## config.mk

```make
export PLATFORM = sky130hd
export DESIGN_NAME = clk_sync_pulse_tracker
export DESIGN_NICKNAME = d
export VERILOG_FILES = /design/src/rtl/clk_sync_pulse_tracker.sv
export SDC_FILE = /design/constraint.sdc
export NUM_CORES = 1
export LEC_CHECK = 0
export BUFFER_PORTS_ARGS = -buffer_cell sky130_fd_sc_hd__buf_4
export CORE_UTILIZATION = 65
export CTS_BUF_LIST = sky130_fd_sc_hd__clkbuf_4 sky130_fd_sc_hd__clkbuf_8
export DETAILED_ROUTE_END_ITERATION = 10
export PLACE_DENSITY_LB_ADDON = 0.2
export SETUP_SLACK_MARGIN = 0.4
export SLEW_MARGIN = 20
export SYNTH_ARGS = -nofsm -noshare
export SYNTH_HDL_FRONTEND = slang
export SYNTH_SLANG_ARGS = --single-unit
export TNS_END_PERCENT = 100
```

## constraint.sdc

```tcl
create_clock -name axis_aclk -period 10.9 [get_ports axis_aclk]
set_input_delay 1.635 -clock axis_aclk [delete_from_list [all_inputs] [get_ports axis_aclk]]
set_output_delay 1.635 -clock axis_aclk [all_outputs]
set_load 0.01 [all_outputs]
```

## src/rtl/clk_sync_pulse_tracker.sv

```systemverilog
// rtl/clk_sync_pulse_tracker.sv - sync-pulse timing core: master pulse generator or
// slave tracker with acceptance window, offset measurement, miss counting and holdover.
module clk_sync_pulse_tracker #(
  parameter int CNT_W     = 64,
  parameter int PULSE_LEN = 4,
  parameter int MISS_W    = 32
) (
  input  logic              axis_aclk,
  input  logic              axis_aresetn,
  input  logic              cfg_master_mode_i,
  input  logic [CNT_W-1:0]  cfg_period_i,
  input  logic [7:0]        cfg_window_i,
  input  logic [3:0]        cfg_max_miss_i,
  input  logic              tick_en_i,
  input  logic              sync_pulse_i,
  input  logic              clr_stats_i,
  output logic              sync_pulse_o,
  output logic [1:0]        state_o,
  output logic [CNT_W-1:0]  curr_tick_o,
  output logic [CNT_W-1:0]  nb_sync_o,
  output logic [MISS_W-1:0] nb_miss_o,
  output logic [MISS_W-1:0] nb_reject_o,
  output logic [15:0]       last_offset_o
);

  typedef enum logic [1:0] {
    ST_UNLOCKED = 2'd0,
    ST_LOCKED   = 2'd1,
    ST_HOLDOVER = 2'd2,
    ST_MASTER   = 2'd3
  } state_t;

  localparam int SW = $clog2(PULSE_LEN + 1);
  localparam logic [SW-1:0] STRETCH_LEN = SW'(PULSE_LEN);
  localparam logic signed [CNT_W:0] OFF_MAX = (CNT_W+1)'(32767);
  localparam logic signed [CNT_W:0] OFF_MIN = ~OFF_MAX;

  state_t state, state_n;
  logic [CNT_W-1:0] cnt, period, last_tick, half, win, we, late_lo;
  logic [SW-1:0]    stretch;
  logic [3:0]       miss_run, max_eff;
  logic             sync_q, seen, rise, at_end, in_early, in_late;
  logic             realign, lock, accept, reject, check, miss, issue, wrap, use_late;
  logic             master_wrap;
  logic signed [CNT_W:0] off_full;
  logic [15:0]      off_sat;

  assign period    = (cfg_period_i < CNT_W'(2)) ? CNT_W'(2) : cfg_period_i;
  assign last_tick = period - CNT_W'(1);
  assign half      = last_tick >> 1;
  assign win       = CNT_W'(cfg_window_i);
  assign we        = (win < half) ? win : half;
  assign late_lo   = period - we;
  assign max_eff   = (cfg_max_miss_i == 4'd0) ? 4'd1 : cfg_max_miss_i;
  assign at_end    = (cnt >= last_tick);
  assign rise      = sync_pulse_i & ~sync_q;
  assign in_early  = (cnt <= we);
  assign in_late   = (cnt >= late_lo);

  always_comb begin
    state_n  = state;
    realign  = 1'b0;
    lock     = 1'b0;
    accept   = 1'b0;
    reject   = 1'b0;
    check    = 1'b0;
    miss     = 1'b0;
    issue    = 1'b0;
    use_late = 1'b0;
    case (state)
      ST_UNLOCKED: begin
        if (rise) begin
          lock    = 1'b1;
          state_n = ST_LOCKED;
        end
      end
      ST_LOCKED: begin
        if (rise) begin
          if (in_early) begin
            accept = 1'b1;
          end else if (in_late) begin
            accept   = 1'b1;
            use_late = 1'b1;
            issue    = 1'b1;
          end else begin
            reject = 1'b1;
          end
        end
        // An accept in the check cycle stands in for the check itself.
        if (tick_en_i && (cnt == we) && !accept) begin
          check = 1'b1;
          if (!seen) begin
            miss = 1'b1;
            if (({1'b0, miss_run} + 5'd1) >= {1'b0, max_eff}) state_n = ST_HOLDOVER;
          end
        end
      end
      ST_HOLDOVER: begin
        if (rise) begin
          accept   = 1'b1;
          use_late = in_late && !in_early;
          issue    = 1'b1;
          state_n  = ST_LOCKED;
        end
      end
      default: ;
    endcase
    realign     = lock | accept;
    wrap        = tick_en_i && at_end && !realign;
    master_wrap = wrap && (state == ST_MASTER);
    if (wrap && (state != ST_UNLOCKED)) issue = 1'b1;
    if (cfg_master_mode_i) state_n = ST_MASTER;
    else if (state == ST_MASTER) state_n = ST_UNLOCKED;
  end

  always_comb begin
    off_full = use_late ? ($signed({1'b0, cnt}) - $signed({1'b0, period}))
                        : $signed({1'b0, cnt});
    if (off_full > OFF_MAX)      off_sat = 16'h7fff;
    else if (off_full < OFF_MIN) off_sat = 16'h8000;
    else                         off_sat = off_full[15:0];
  end

  always_ff @(posedge axis_aclk or negedge axis_aresetn) begin
    if (!axis_aresetn) state <= ST_UNLOCKED;
    else               state <= state_n;
  end

  always_ff @(posedge axis_aclk or negedge axis_aresetn) begin
    if (!axis_aresetn) begin
      sync_q        <= 1'b0;
      cnt           <= '0;
      stretch       <= '0;
      seen          <= 1'b0;
      miss_run      <= '0;
      nb_sync_o     <= '0;
      nb_miss_o     <= '0;
      nb_reject_o   <= '0;
      last_offset_o <= '0;
    end else begin
      sync_q <= sync_pulse_i;
      if (realign)        cnt <= '0;
      else if (tick_en_i) cnt <= at_end ? '0 : cnt + CNT_W'(1);
      if (issue)                 stretch <= STRETCH_LEN;
      else if (stretch != '0)    stretch <= stretch - SW'(1);
      if (realign)    seen <= 1'b1;
      else if (check) seen <= 1'b0;
      if (realign)   miss_run <= '0;
      else if (miss) miss_run <= miss_run + 4'd1;
      if (clr_stats_i) begin
        nb_sync_o     <= '0;
        nb_miss_o     <= '0;
        nb_reject_o   <= '0;
        last_offset_o <= '0;
      end else begin
        if (realign || master_wrap) nb_sync_o   <= nb_sync_o + CNT_W'(1);
        if (miss)                   nb_miss_o   <= nb_miss_o + MISS_W'(1);
        if (reject)                 nb_reject_o <= nb_reject_o + MISS_W'(1);
        if (accept)                 last_offset_o <= off_sat;
      end
    end
  end

  assign sync_pulse_o = (stretch != '0);
  assign state_o      = state;
  assign curr_tick_o  = cnt;

endmodule

```

==> run summary, run 1 <==
=================================================================================================================
Post-synth EDFFs                                                                                                0
Sequential cell area fraction in the yosys report                                                          21.39%
Num CTS Buffers                                                                                                34
Average size of a mapped cell                                                                           7.799 µm²
Ys async rst share                                                                                         100.0%
I/O pins                                                                                                      293
Dominant cell by count in the synthesized netlist                                                    sky130_fd_sc_hd__ha_1
Synth Register Bits                                                                                           219
Clock sink total                                                                                              219
Xor-xnor portion of the synthesized cell area                                                              9.573%
Overall routing resource usage                                                                             92.44%
Final weighted congestion in routability-driven placement                                                   1.138
Post-Syn Area                                                                                           25620 µm²
Error Message                                                                                        [ERROR GRT-0232] Routing congestion too high. Check the congestion heatmap in the GUI.
Port bufs                                                                                                     292
Proportion of synthesized area in mux cells                                                               0.8059%
Combinational family with the most area after synthesis                                              simple AND/OR/NAND/NOR gates
Maximum number of buffers from clock root to sink                                                               3
List of most frequent post-synthesis cells                                                           332 x sky130_fd_sc_hd__ha_1, 277 x sky130_fd_sc_hd__nor2_1, 271 x sky130_fd_sc_hd__nand2_1
Simple-gate area share of the yosys netlist                                                                26.29%
Most common flop cell mapped by yosys                                                                sky130_fd_sc_hd__dfrtp_1
Remaining Overflow, GRT                                                                                      1003
Row count                                                                                                      72
Yosys warning count                                                                                             0
Maximum level of the CTS H-tree                                                                                 2
Result of the run                                                                                    did not finish
Y dimension of the die                                                                                   200.5 µm
Cell taking the most area after synthesis                                                            sky130_fd_sc_hd__dfrtp_1
Count of different cell masters after synthesis                                                                94
Area fraction of the dominant cell type after synthesis                                                    21.39%
Area fraction in compound gates after synthesis                                                            20.96%
DPL Wire Length                                                                                          77.80 mm
Die extent in x                                                                                          200.5 µm
Initial cell density of the core                                                                           66.13%
Number of instances in the synthesized netlist                                                               3285
Last stage reached                                                                                   global routing (5_1_grt)
Worst EP post-GRT repair                                                                             curr_tick_o[60]$_DFFE_PN0P_/D
Category of the worst endpoint                                                                       register data pin
Arithmetic-cell share of the synthesized area counting full adders, half adders and majority gates         16.49%
Root buffer selected by CTS                                                                          sky130_fd_sc_hd__clkbuf_8
Maximum number of pins on one net before global-route repair                                                   82
Ranking of synthesized cells by area                                                                 sky130_fd_sc_hd__dfrtp_1 21%, sky130_fd_sc_hd__ha_1 16%, sky130_fd_sc_hd__xnor2_1 5.9%, sky130_fd_sc_hd__a21oi_1 4.3%, sky130_fd_sc_hd__o21ai_0 4.3%
=================================================================================================================
[metal layers]
layer  track usage (%)  overflow
met1             90.18        55
met2             104.9       568
met3             81.49        59
met4             96.54       307
met5             60.60        14
[per-stage QoR]
step / cell area [µm²] / util (%) / instances / setup WS [ps]
2_1_floorplan: 26620 / - / 3394 / -252.8
3_3_place_gp: 31170 / 80.48 / 4366 / -1201
3_5_place_dp: 31170 / 80.48 / 4366 / -1376
4_1_cts: 33940 / 87.60 / 4494 / -476.6
[timing repair]
item / CTS
setup buffers: 54
pin swaps: 126
hold endpoints to repair: 0
resized for setup: 303
setup endpoints to repair: 184
cloned: 15
hold buffers: 0
[cells by family after synthesis]
| family | Yosys count |
|---|---|
| AO/OA/AOI/OAI | 839 |
| other | 1 |
| AND/OR/NAND/NOR | 1294 |
| flip-flops | 219 |
| multiplexers | 20 |
| buffers and inverters | 294 |
| XOR/XNOR | 280 |
| adder cells (fa/ha/maj) | 338 |
==> run 2, diff against run 1 <==
- CORE_UTILIZATION: 65 -> 40
- CTS_BUF_LIST: sky130_fd_sc_hd__clkbuf_4 sky130_fd_sc_hd__clkbuf_8 -> unset
- PLACE_DENSITY_LB_ADDON: 0.2 -> 0.15
- SETUP_SLACK_MARGIN: 0.4 -> unset
==> run 2 against run 1 <==
Effect of this change:
- synthesized cell count unchanged
- the flow now finishes, with violations (max-capacitance violations, max-slew violations, negative setup slack)
- synthesized area unchanged
==> run summary, run 2 <==
==========================================================================================
Min-Delay Path Class                                                          register to register
Utilization after layout                                                            54.56%
Arr. time, crit path                                                              11690 ps
Synth Register Bits                                                                    219   unchanged
Row count                                                                               92   +28%
Slew Limit Headroom                                                               -0.7495%
Worst-Margin Slew                                                                  1495 ps
Total Routed Length                                                               107.1 mm
Area fraction of the dominant cell type after synthesis                             21.39%   unchanged
Final Hold Fails                                                                         0
Count of different cell masters after synthesis                                         94   unchanged
Fmax achieved                                                                  0.08884 GHz
Yosys warning count                                                                      0   unchanged
Via/cell ratio                                                                       5.794
Clock edge transition at the registers on the reported setup and hold paths          70 ps
Clk Latency, worst-skew pair                                                        540 ps
Combinational share of power                                                         36.9%
Post-layout min period                                                            11260 ps
Overall routing resource usage                                                      31.58%
Y dimension of the die                                                            255.1 µm   +27%
Number of instances in the synthesized netlist                                        3285   unchanged
Most common flop cell mapped by yosys                                         sky130_fd_sc_hd__dfrtp_1
Ranking of synthesized cells by area                                          sky130_fd_sc_hd__dfrtp_1 21%, sky130_fd_sc_hd__ha_1 16%, sky130_fd_sc_hd__xnor2_1 5.9%, sky130_fd_sc_hd__a21oi_1 4.3%, sky130_fd_sc_hd__o21ai_0 4.3%
Data required time at the worst endpoint                                          11330 ps
Final-stage net count                                                                 4386
I/O pins                                                                               293   unchanged
Switching part of the total                                                         34.46%
Global-route wire length before repair                                            156.4 mm
Sequential cell fraction of total power                                              30.8%
Fraction of layout cells with a size suffix above 1                                 25.16%
Leakage dissipation                                                               16.73 nW
Number of antenna violations at the first check in global routing                        1
Pre-CTS WS                                                                        -1356 ps   +19.71 ps
Post-synth EDFFs                                                                         0   unchanged
Switching power                                                                  0.9729 mW
Maximum single-stage delay on the critical path                                     540 ps
Fin Hold WS                                                                       544.5 ps
Maximum number of buffers from clock root to sink                                        3   unchanged
Capturing element type of the critical path                                       register
Die extent in x                                                                   255.1 µm   +27%
Sequential cell area fraction in the yosys report                                   21.39%   unchanged
Port bufs                                                                              292   unchanged
Max-slew violation count                                                                 1
Average size of a mapped cell                                                    7.799 µm²   unchanged
Area growth syn-to-layout                                                           34.60%
Cell taking the most area after synthesis                                     sky130_fd_sc_hd__dfrtp_1
Clock power frac                                                                     32.3%
DPL Wire Length                                                                   83.11 mm   +6.8%
Most frequent standard cell in the layout excluding fill and tap cells        sky130_fd_sc_hd__buf_4
Result of the run                                                             finished with violations
Hold buffers post-CTS                                                                    0   unchanged
Worst Clk Skew                                                                    12.92 ps
Residual DRC count                                                                       0
Final Setup Violations                                                                 159
Remaining Overflow, GRT                                                                  0
Clock sink total                                                                       219   unchanged
Total die area                                                                   65060 µm²
Post-Syn Area                                                                    25620 µm²   unchanged
Critical Path Fanout Max                                                                 8
RSZ-0062 raised after global routing                                                  true
Final WS setup                                                                   -356.7 ps
Via count of the first global-routing pass                                           25770
Type of the worst setup path                                                  input pin to register
Post-route clock period utilization                                                 103.3%
Ys async rst share                                                                  100.0%   unchanged
CP Launch Type                                                                   input pin
Total power                                                                       2.824 mW
First-iteration detailed-routing DRC count                                            2114
Largest vdd supply drop                                                          0.1037 mV
List of most frequent post-synthesis cells                                    332 x sky130_fd_sc_hd__ha_1, 277 x sky130_fd_sc_hd__nor2_1, 271 x sky130_fd_sc_hd__nand2_1
Post-DRT Antenna Nets                                                                    0
DR WL/cell                                                                        22.14 µm
Num CTS Buffers                                                                         25   -26%
Total power divided by cell area                                              81.88 nW/µm²
Final weighted congestion in routability-driven placement                            1.017   -11%
Root buffer selected by CTS                                                   sky130_fd_sc_hd__clkbuf_16
Total iterations of the first detailed-routing run                                       6
Via count of the routed design                                                       28030
Core ar.                                                                         63200 µm²
Dominant cell by count in the synthesized netlist                             sky130_fd_sc_hd__ha_1
Violated checks                                                               max-capacitance violations, max-slew violations, negative setup slack
Maximum level of the CTS H-tree                                                          1   -1
Maximum number of pins on one net before global-route repair                           102
Max capacitance violation total                                                          1
Initial cell density of the core                                                    40.54%   -26 points
Clock tree from TritonCTS                                                             done
Crit path max-delay cell type                                                 sky130_fd_sc_hd__or4_4
Commonest cells after routing, fill and taps aside                            638 x sky130_fd_sc_hd__buf_4, 327 x sky130_fd_sc_hd__ha_1, 270 x sky130_fd_sc_hd__nor2_1
Design internal power                                                             1.851 mW
==========================================================================================
## run 2: final timing paths
| kind | depth (start not counted) | start | slack (ps) | to |
|---|---|---|---|---|
| worst min register to register | 2 | last_offset_o[15] | 540 | last_offset_o[15] |
| worst max-delay path | 53 | cfg_period_i[48] | -360 | curr_tick_o[25] |
| max in group asynchronous | 2 | axis_aresetn | 8390 | curr_tick_o[51] |
| min in group asynchronous | 1 | axis_aresetn | 1100 | nb_reject_o[11] |
| worst max register to register | 16 | curr_tick_o[25] | 4290 | last_offset_o[5] |
| worst min-delay path | 2 | last_offset_o[15] | 540 | last_offset_o[15] |
## run 2: cell families after synthesis
| kind of cell | count (synthesis) | share of synthesized area, % |
|---|---|---|
| buffers and inverters | 294 | 4.479 |
| other | 1 | 0.01464 |
| xor gates and xnor gates | 280 | 9.573 |
| adders and majority gates | 338 | 16.49 |
| muxes | 20 | 0.8058 |
| AOI/OAI and AO/OA | 839 | 20.96 |
| and+or+nand+nor | 1294 | 26.29 |
| DFF | 219 | 21.39 |
## run 2: critical path, delay by kind of cell
kind                       cells  cell delay [ps]
AOI/OAI and AO/OA             20             3340
xor gates and xnor gates       2              300
adders and majority gates      4              890
buffers and inverters          9             1340
muxes                          1              320
and+or+nand+nor               17             3860
## run 2: layout make-up
cell class | count | area [µm²]
timing repair buffer | 691 | 5577
sequential | 219 | 5480
inverter | 150 | 565.5
fill | 6040 | 28710
antenna | 1 | 2.502
clock buffer | 34 | 709.4
clock inverter | 12 | 171.4
tap | 846 | 1059
multi-input combinational | 2884 | 20920
## run 2: through the flow
step	TNS (ps)	cell area (µm²)	instances
detailed placement	-204250	31850	4740
finish	-28690	34480	4837
CTS	-11600	33430	4814
floorplan	-16720	26550	3394
global placement	-190790	31850	4740
global route	-93690	34480	4837
## run 2: power groups by stage
stage	Combinational [mW]	Clock, mW	Sequential [mW]
5_1_grt	1.14	0.962	0.873
4_1_cts	0.960	0.938	0.869
3_3_place_gp	0.907	0	0.882
2_1_floorplan	0.558	0	0.877
6_report	1.04	0.913	0.869
3_5_place_dp	0.911	0	0.883
## run 2: repair_timing
action / in CTS / in global routing
setup endpoints to repair: 178 / 184
pin swaps: 44 / 72
gates cloned: 4 / 7
buffers inserted: 24 / 17
resized for setup: 117 / 197
## run 2: metal layers
| layer | vias up | routed length [µm] | global-route usage, % |
|---|---|---|---|
| li1 | 13330 | - | - |
| met2 | 1077 | 48730 | 51.36 |
| met1 | 13380 | 44790 | 41.10 |
| met4 | 0 | 6140 | 15.83 |
| met5 | - | 0 | 0 |
| met3 | 245 | 7427 | 3.946 |
Note: power is estimated with default switching activity, not from simulation.
==> run 3, diff against run 2 <==
- BUFFER_PORTS_ARGS: -buffer_cell sky130_fd_sc_hd__buf_4 -> unset
- DONT_BUFFER_PORTS: unset -> 1
- clock period: 10.9 -> 13.95 ns (I/O delays scaled with it)
==> run 3 against run 2 <==
Effect of this change:
- clock skew is 13 ps higher
- clock power is 27% lower
- global-route usage down 1.2 points
- first-iteration DRC count up 12%
- design area is 18% lower
- sequential power down 21%
- utilization fell by 9.8 points
- critical path depth up 1
- the run now ends clean
- die area unchanged
- worst setup slack better by 930 ps
- flip-flop and latch count stayed put
==> run summary, run 3 (synthesis results as in run 2) <==
==========================================================================================
Pre-CTS WS                                                                        17.87 ps   +1374 ps
I/O pins                                                                               293   unchanged
Beginning of the worst hold path                                                stretch[0]
Initial cell density of the core                                                    40.54%   unchanged
Clock edge transition at the registers on the reported setup and hold paths          60 ps   about the same
Via count of the routed design                                                       25920   -7.5%
Leakage dissipation                                                               13.18 nW   -21%
Root buffer selected by CTS                                                   sky130_fd_sc_hd__clkbuf_16
Final WS setup                                                                    568.3 ps   +925.1 ps
Maximum number of buffers from clock root to sink                                        3   unchanged
Worst-Margin Slew                                                                  1215 ps   -280.6 ps
Reg-to-reg critical path startpoint                                           curr_tick_o[0]
Via count of the first global-routing pass                                           25230   -2.1%
Met2 Routed Length                                                                48.08 mm   -1.3%
Post-DRT Antenna Nets                                                                    0   unchanged
Data required time at the worst endpoint                                          14380 ps   +3050 ps
Clk Latency, worst-skew pair                                                        550 ps   about the same
Final weighted congestion in routability-driven placement                            1.044   +2.6%
Port bufs                                                                                0   -100%
Most frequent standard cell in the layout excluding fill and tap cells        sky130_fd_sc_hd__ha_1
Capturing element type of the critical path                                       register
Type of the worst setup path                                                  input pin to register
Critical Path Fanout Max                                                                25   +17
Crit path max-delay cell type                                                 sky130_fd_sc_hd__or3_1
Total Routed Length                                                               102.1 mm   -4.6%
Die extent in x                                                                   255.1 µm   unchanged
Global-route wire length before repair                                            150.5 mm   -3.8%
Crit path from                                                                cfg_period_i[47]
Remaining Overflow, GRT                                                                  0   unchanged
Num CTS Buffers                                                                         23   -8.0%
Final-stage net count                                                                 3801   -13%
Maximum number of pins on one net before global-route repair                           220   +120%
Highest metal used                                                                    met4
Core ar.                                                                         63200 µm²   unchanged
Utilization after layout                                                            44.73%   -9.8 points
Number of antenna violations at the first check in global routing                        1   unchanged
DR WL/cell                                                                        24.03 µm   +8.5%
First-iteration detailed-routing DRC count                                            2373   +12%
Total power divided by cell area                                              68.07 nW/µm²   -17%
Y dimension of the die                                                            255.1 µm   unchanged
Post-layout min period                                                            13380 ps
Row count                                                                               92   unchanged
Maximum level of the CTS H-tree                                                          1   unchanged
Worst Clk Skew                                                                    26.26 ps   +13.33 ps
DPL Wire Length                                                                   81.45 mm   -2.0%
Total power                                                                       1.924 mW   -32%
Largest vdd supply drop                                                         0.06373 mV   -39%
Residual DRC count                                                                       0   unchanged
# fillers                                                                             6401   +6.0%
R2R setup slack                                                                    6720 ps   +2430 ps
Area growth syn-to-layout                                                           10.34%
Arr. time, crit path                                                              13810 ps   +2120 ps
Max-slew violation count                                                                 0   -1
Final setup TNS                                                                       0 ps   +28690 ps
Final Hold Fails                                                                         0   unchanged
Min-Delay Path Class                                                          register to register
Detailed-routed wire length on met3                                               6.699 mm   -9.8%
Fraction of layout cells with a size suffix above 1                                 6.112%   -19 points
Fin Hold WS                                                                       551.1 ps   +6.644 ps
Max capacitance violation total                                                          0   -1
Via/cell ratio                                                                       6.099   +5.3%
Fmax achieved                                                                  0.07473 GHz
Result of the run                                                                completed
Maximum single-stage delay on the critical path                                     590 ps   +50 ps
CP Launch Type                                                                   input pin
Commonest cells after routing, fill and taps aside                            332 x sky130_fd_sc_hd__ha_1, 276 x sky130_fd_sc_hd__nor2_1, 271 x sky130_fd_sc_hd__nand2_1
Hold buffers post-CTS                                                                    0   unchanged
Storage cell area                                                                 5480 µm²   unchanged
Overall routing resource usage                                                      30.34%   -1.2 points
Post-route clock period utilization                                                 95.93%
Clock sink total                                                                       219   unchanged
Routed metal-1 wirelength                                                         41.07 mm   -8.3%
Final Setup Violations                                                                   0   -100%
Family with the most delay on the worst path                                  simple AND/OR/NAND/NOR gates
Clock tree from TritonCTS                                                             done
Total die area                                                                   65060 µm²   unchanged
Slew Limit Headroom                                                                 18.32%   +19 points
Multi-input logic area                                                           19450 µm²   -7.0%
Number of buffers and inverters on the critical path                                     8   -1
Total iterations of the first detailed-routing run                                       6   unchanged
==========================================================================================
[run 3: layer usage]
| layer | up-vias | GRT usage [%] |
|---|---|---|
| met5 | - | 0 |
| met4 | 0 | 17.37 |
| met3 | 252 | 4.363 |
| met2 | 953 | 52.32 |
| met1 | 12570 | 35.90 |
| li1 | 12150 | - |
[run 3: report_power, final]
group | total [mW] | internal [mW] | switching [mW]
combinational | 0.570 | 0.230 | 0.340
sequential | 0.689 | 0.650 | 0.0388
clock | 0.666 | 0.390 | 0.276
total | 1.92 | 1.27 | 0.655
[run 3: path summary, 6_finish.rpt]
path	to	cells after the start
setup / recovery	curr_tick_o[10]	54
hold / removal	stretch[0]	2
max in group asynchronous	nb_miss_o[1]	0
setup reg to reg	last_offset_o[4]	22
hold reg to reg	stretch[0]	2
min in group asynchronous	nb_reject_o[14]	0
[run 3: tightest hold or removal path: stages (launching register included)]
cell and delay, ps:
sky130_fd_sc_hd__dfrtp_1 360, sky130_fd_sc_hd__xnor2_1 120, sky130_fd_sc_hd__nor2_1 40
[run 3: cell type report]
cell class	instances	area share, %
Inverter	150	1.992
Timing Repair Buffer	111	3.213
Tap cell	846	3.745
Antenna cell	1	0.008852
Clock inverter	9	0.5090
Sequential cell	219	19.39
Clock buffer	33	2.346
Multi-Input combinational cell	2881	68.80
[run 3: timing repair]
action                                  4_1_cts  5_1_grt
buffers inserted                              0        0
gates resized for setup                       0        7
endpoints found under the setup margin        0      108
hold endpoints to repair                      0        0
[run 3: through the flow]
step,cell area (µm²),cells
2_1_floorplan,26030,3394
3_3_place_gp,27420,4207
3_5_place_dp,27420,4207
4_1_cts,28230,4249
5_1_grt,28270,4249
6_report,28270,4250
